<file path="src/rtl/prog_loader.sv">
// Boot loader: parses a length-prefixed, XOR-checksummed byte stream into
// 16-bit RAM words, then releases the CPU once the frame checks out.
module prog_loader #(
  parameter int ADDR_W = 10,
  parameter int DEPTH  = 1024
) (
  input  logic              clk,
  input  logic              rst,
  input  logic [7:0]        rx_data,
  input  logic              rx_valid,
  output logic              rx_ready,
  output logic              mem_we,
  output logic [ADDR_W-1:0] mem_addr,
  output logic [15:0]       mem_wdata,
  output logic              cpu_run,
  output logic              load_err,
  output logic [ADDR_W:0]   words_loaded
);

  typedef enum logic [3:0] {
    LenHi, LenLo, ChkLen, DataHi, DataLo, Write, Chk, Done, Error
  } stateT;

  localparam logic [16:0] DepthL = 17'(DEPTH);

  stateT       state, stateNext;
  logic [15:0] len;
  logic [7:0]  csum;
  logic [7:0]  wordHi;
  logic        rxFire;
  logic [15:0] loadedNext;

  assign rxFire     = rx_valid & rx_ready;
  assign loadedNext = 16'(words_loaded) + 16'd1;

  // State register.
  always_ff @(posedge clk or posedge rst) begin
    if (rst) state <= LenHi;
    else     state <= stateNext;
  end

  // Next-state logic; Done and Error are absorbing until reset.
  always_comb begin
    stateNext = state;
    case (state)
      LenHi:  if (rxFire) stateNext = LenLo;
      LenLo:  if (rxFire) stateNext = ChkLen;
      ChkLen: begin
        if ({1'b0, len} > DepthL) stateNext = Error;
        else if (len == 16'd0)    stateNext = Chk;
        else                      stateNext = DataHi;
      end
      DataHi: if (rxFire) stateNext = DataLo;
      DataLo: if (rxFire) stateNext = Write;
      Write:  stateNext = (loadedNext == len) ? Chk : DataHi;
      Chk:    if (rxFire) stateNext = (rx_data == csum) ? Done : Error;
      default: stateNext = state;
    endcase
  end

  // Status outputs are registered from the next state so they line up with
  // the state they describe, without any path from rx_valid to rx_ready.
  always_ff @(posedge clk or posedge rst) begin
    if (rst) begin
      rx_ready     <= 1'b0;
      mem_we       <= 1'b0;
      mem_addr     <= '0;
      mem_wdata    <= '0;
      cpu_run      <= 1'b0;
      load_err     <= 1'b0;
      words_loaded <= '0;
      len          <= '0;
      csum         <= '0;
      wordHi       <= '0;
    end else begin
      rx_ready <= stateNext inside {LenHi, LenLo, DataHi, DataLo, Chk};
      mem_we   <= (stateNext == Write);
      cpu_run  <= (stateNext == Done);
      load_err <= (stateNext == Error);
      if (rxFire && (state inside {LenHi, LenLo, DataHi, DataLo}))
        csum <= csum ^ rx_data;
      if (rxFire && state == LenHi)  len[15:8] <= rx_data;
      if (rxFire && state == LenLo)  len[7:0]  <= rx_data;
      if (rxFire && state == DataHi) wordHi    <= rx_data;
      // Address and data are captured with the low byte and then held.
      if (rxFire && state == DataLo) begin
        mem_addr  <= words_loaded[ADDR_W-1:0];
        mem_wdata <= {wordHi, rx_data};
      end
      if (state == Write) words_loaded <= words_loaded + 1'b1;
    end
  end

endmodule

</file>
<file path="config.mk">
export PLATFORM = sky130hd
export DESIGN_NAME = prog_loader
export DESIGN_NICKNAME = d
export VERILOG_FILES = /design/src/rtl/prog_loader.sv
export SDC_FILE = /design/constraint.sdc
export NUM_CORES = 1
export LEC_CHECK = 0
export CORE_AREA = 2 2 87 80
export DETAILED_ROUTE_END_ITERATION = 6
export DIE_AREA = 0 0 89 82
export HOLD_SLACK_MARGIN = 0.1
export PLACE_DENSITY = 0.82
export SYNTH_ARGS = -nofsm -noshare
export SYNTH_HDL_FRONTEND = slang
export SYNTH_SLANG_ARGS = --single-unit
</file>
<file path="constraint.sdc">
create_clock -name clk -period 6.35 [get_ports clk]
set_input_delay 1.27 -clock clk [delete_from_list [all_inputs] [get_ports clk]]
set_output_delay 1.27 -clock clk [all_outputs]
set_load 0.01 [all_outputs]
</file>
==> summary.md <==
| Metric | Value |
|---|---|
| Sum Neg Setup Slack | 0 ns |
| Final hold slack | 0.466 ns |
| Gr usage total | between 20% and 30% |
| IO buf count | a little over 50 |
| CTS tree | yes |
| Most Frequent Cell on Critical Path | nand2_1 |
| Initial antenna violation count | 0 |
| Max Fclk | 325 MHz |
| Total Die Area | 0.00730 sq mm |
| Fin crit period | just over 3 ns |
| # IOs | 52 |
| Syn Std Cell Area | 0.00360 sq mm |
| Required time worst endpoint | approximately 6.6 ns |
| # Post-CTS Setup Buffers | 0 |
| DRC Markers | 0 |
| CTS resizes | 0 |
| Post-synth EDFFs | 0 |
| Final estimated routing congestion in global placement | ~0.96 |
| PwrDens | 416 mW/mm^2 |
| Routed wire length | 7760 um |
| Worst-path clk slew | roughly 0.090 ns |
| Fraction of the cycle the final worst path needs | about half |
| Sequential fraction of the synthesis area | between 50% and 60% |
| Sinks on Clock Net | between 70 and 80 |
| Drt first-iter violations | 220 |
| Clk_skew | about 0.010 ns |
| Non-filler instance count after layout | between 400 and 500 |
| First-pass GRT wire length | 12,600 um |
| Number of synthesized register bits | 77 |
| Simple-Gate Fraction of Synth Area | between 10 and 15% |
| Synthesis-to-finish area growth | 22.1% |
| Clock buffer depth | 2 |
| Largest net degree at the start of global routing | slightly below 50 |
| Delay of the slowest critical-path stage | between 0.5 and 0.6 ns |
| Syn nets | 329 |
| Core Area | ~0.0064 sq mm |
| Crit path DAT | ~3.3 ns |
| Final setup fails | 0 |
| Highest fanout seen on the critical path | 17 |
| Slew Limit Fails | 0 |
| Mux contribution to synthesized area | about an eighth |
| Most common cell after layout, fill and taps aside | dfrtp_1 |
| Most frequent cells in the layout | dfrtp_1 (77), clkdlybuf4s50_1 (51), nand2_1 (46) |
| ANT nets after route | 0 |
| FFs w/ async S/R, synth | between 90% and 100% |
| Status | finished, final reports clean |
| Yosys cell types | 46 |
| Wire per inst | around 17 um |
| CP Launch Type | input pin |
| Aggregate global routing overflow | 0 |
| Leak | between 1.5 and 2 nW |
| Chip height | about 80 um |
| Ant diodes | 0 |
| Vias in the first global route | between 2,000 and 3,000 |
| RSZ-0062 raised after global routing | no |
| Adder-cell share of the synthesized area | 0.347% |
| First drt pass iteration count | 4 |
| Final Net Count | ~380 |
| Number of hold buffers added after cts | 0 |
| Vias per cell | about 5.6 |
| Slew headroom | ~49% |
| Fillcell total | 502 |
| Via count | about 2,600 |
| Clock Tree Root | clkbuf_8 |
| Starting Density | a little under three fifths |
| Synth Area in Compound Gates | 6.46% |
| Worst Tran Pin Value | about 0.76 ns |
| HPWL after DPL | around 5500 um |
| Layout cells sized above 1 | between 10% and 20% |
| IR drop worst, VDD | ~0.24 mV |
| Post-Synth XOR/XNOR Area | 10.2% |
| Worst path cell trace | clkdlybuf4s50_1, nand2_1, nor2_1, nand3_1, buf_4, clkinv_1, nand2_1, nand2_1 |
| Inst Count DP | 448 |
| Critical path class | input pin to flop |
| H-Tree Depth | 3 |
| YS warnings | 0 |
| Post-Syn Area per Cell | approximately 11 sq um |
| Ys flop type | dfrtp_1 |
| FP Rows | 28 |
| Synth Instances | 317 |
| Cts bufs inserted | 9 |
| Chip width | between 80 and 90 um |
| Crit. End Element | flop |
| Hold Path Class | flop to flop |
| Max-cap viol count | 0 |
| Flop2flop setup slack | 3.52 ns |
| Main combinational cell family by area after synthesis | simple AND/OR/NAND/NOR gates |
| Slowest cell on crit path | nand3_1 |
| Final hold vios | 0 |
| Skew-Pair Late Insertion Delay | roughly 0.37 ns |
-- final timing paths --
kind                                               endpoint                        start  cells after the start
worst max register to register           rx_ready$_DFF_PP0_  words_loaded[0]$_DFFE_PP0P_                      8
max in group asynchronous       words_loaded[7]$_DFFE_PP0P_                          rst                      3
worst max-delay path              mem_wdata[13]$_DFFE_PP0P_                     rx_valid                      8
worst min-delay path              mem_wdata[15]$_DFFE_PP0P_        wordHi[7]$_DFFE_PP0P_                      2
worst min register to register    mem_wdata[15]$_DFFE_PP0P_        wordHi[7]$_DFFE_PP0P_                      2
min in group asynchronous             wordHi[5]$_DFFE_PP0P_                          rst                      2
-- cell families (layout without fill, tap and decap cells) --
logic type	count (synthesis)	count (layout)
simple gates	105	105
xor+xnor	41	41
flops	77	77
mux	42	42
compound gates	31	31
buf+inv	20	77
fa+ha+maj	1	1
-- stage by stage --
stage	util [%]	total power, mW	area [sq um]	setup WS, ns
finish	68.3	1.83	4400	3.27
CTS	68.3	1.84	4400	3.25
floorplan	-	1.20	3600	3.11
detailed placement	65.1	1.45	4200	2.87
global route	68.3	1.94	4400	3.11
global placement	65.1	1.42	4200	2.95
-- cells in the mapped netlist (all sizes together) (3+ instances only) --
| library cell | instances | share of area [%] |
|---|---|---|
| dfrtp | 77 | 53 |
| nand2 | 46 | 4.8 |
| mux2 | 42 | 13 |
| xnor2 | 29 | 7.0 |
| xor2 | 12 | 3.1 |
| nand3 | 11 | 1.5 |
| nor2 | 10 | 1.0 |
| nand4 | 8 | 1.4 |
| nor3 | 8 | 1.1 |
| clkbuf | 7 | 0.73 |
| buf | 6 | 0.80 |
| inv | 6 | 0.62 |
| o21ai | 6 | 0.83 |
| nor4 | 5 | 0.87 |
| a21oi | 4 | 0.87 |
| nor2b | 3 | 0.52 |
| o31a | 3 | 0.73 |
-- flip-flops by register name (all words and copies together), names as in the netlist --
name and count:
len 16, mem_wdata 16, words_loaded 11, mem_addr 10
csum 8, wordHi 8, state 4, cpu_run 1
load_err 1, mem_we 1, rx_ready 1
-- worst max-delay path: cells and delay by family --
family,cells,cell delay [ns]
buffers and inverters,3,1.11
AND/OR/NAND/NOR,5,0.96
-- power breakdown --
part | total, mW | switching [mW] | internal, mW
clock network | 0.383 | 0.188 | 0.195
registers | 0.835 | 0.186 | 0.649
logic | 0.612 | 0.276 | 0.336
-- metal layers --
layer  wire length (um)  track usage [%]  up-vias
li1                   -                -     1218
met1               3360             30.9     1278
met2               3770             36.6       92
met3                457             5.73       13
met4                177             9.85        0
met5                  0                0        -
-- layout make-up --
class                   count  area (sq um)  share of cell area, %
flip-flops and latches     77          1930                   43.8
well taps                  90           113                   2.56
repair buffers             54           533                   12.1
inverters                   7          26.3                  0.597
multi-input cells         220          1600                   36.3
clock inverters             6          68.8                   1.56
clock buffers              10           138                   3.13
(Power assumes the default switching activity.)
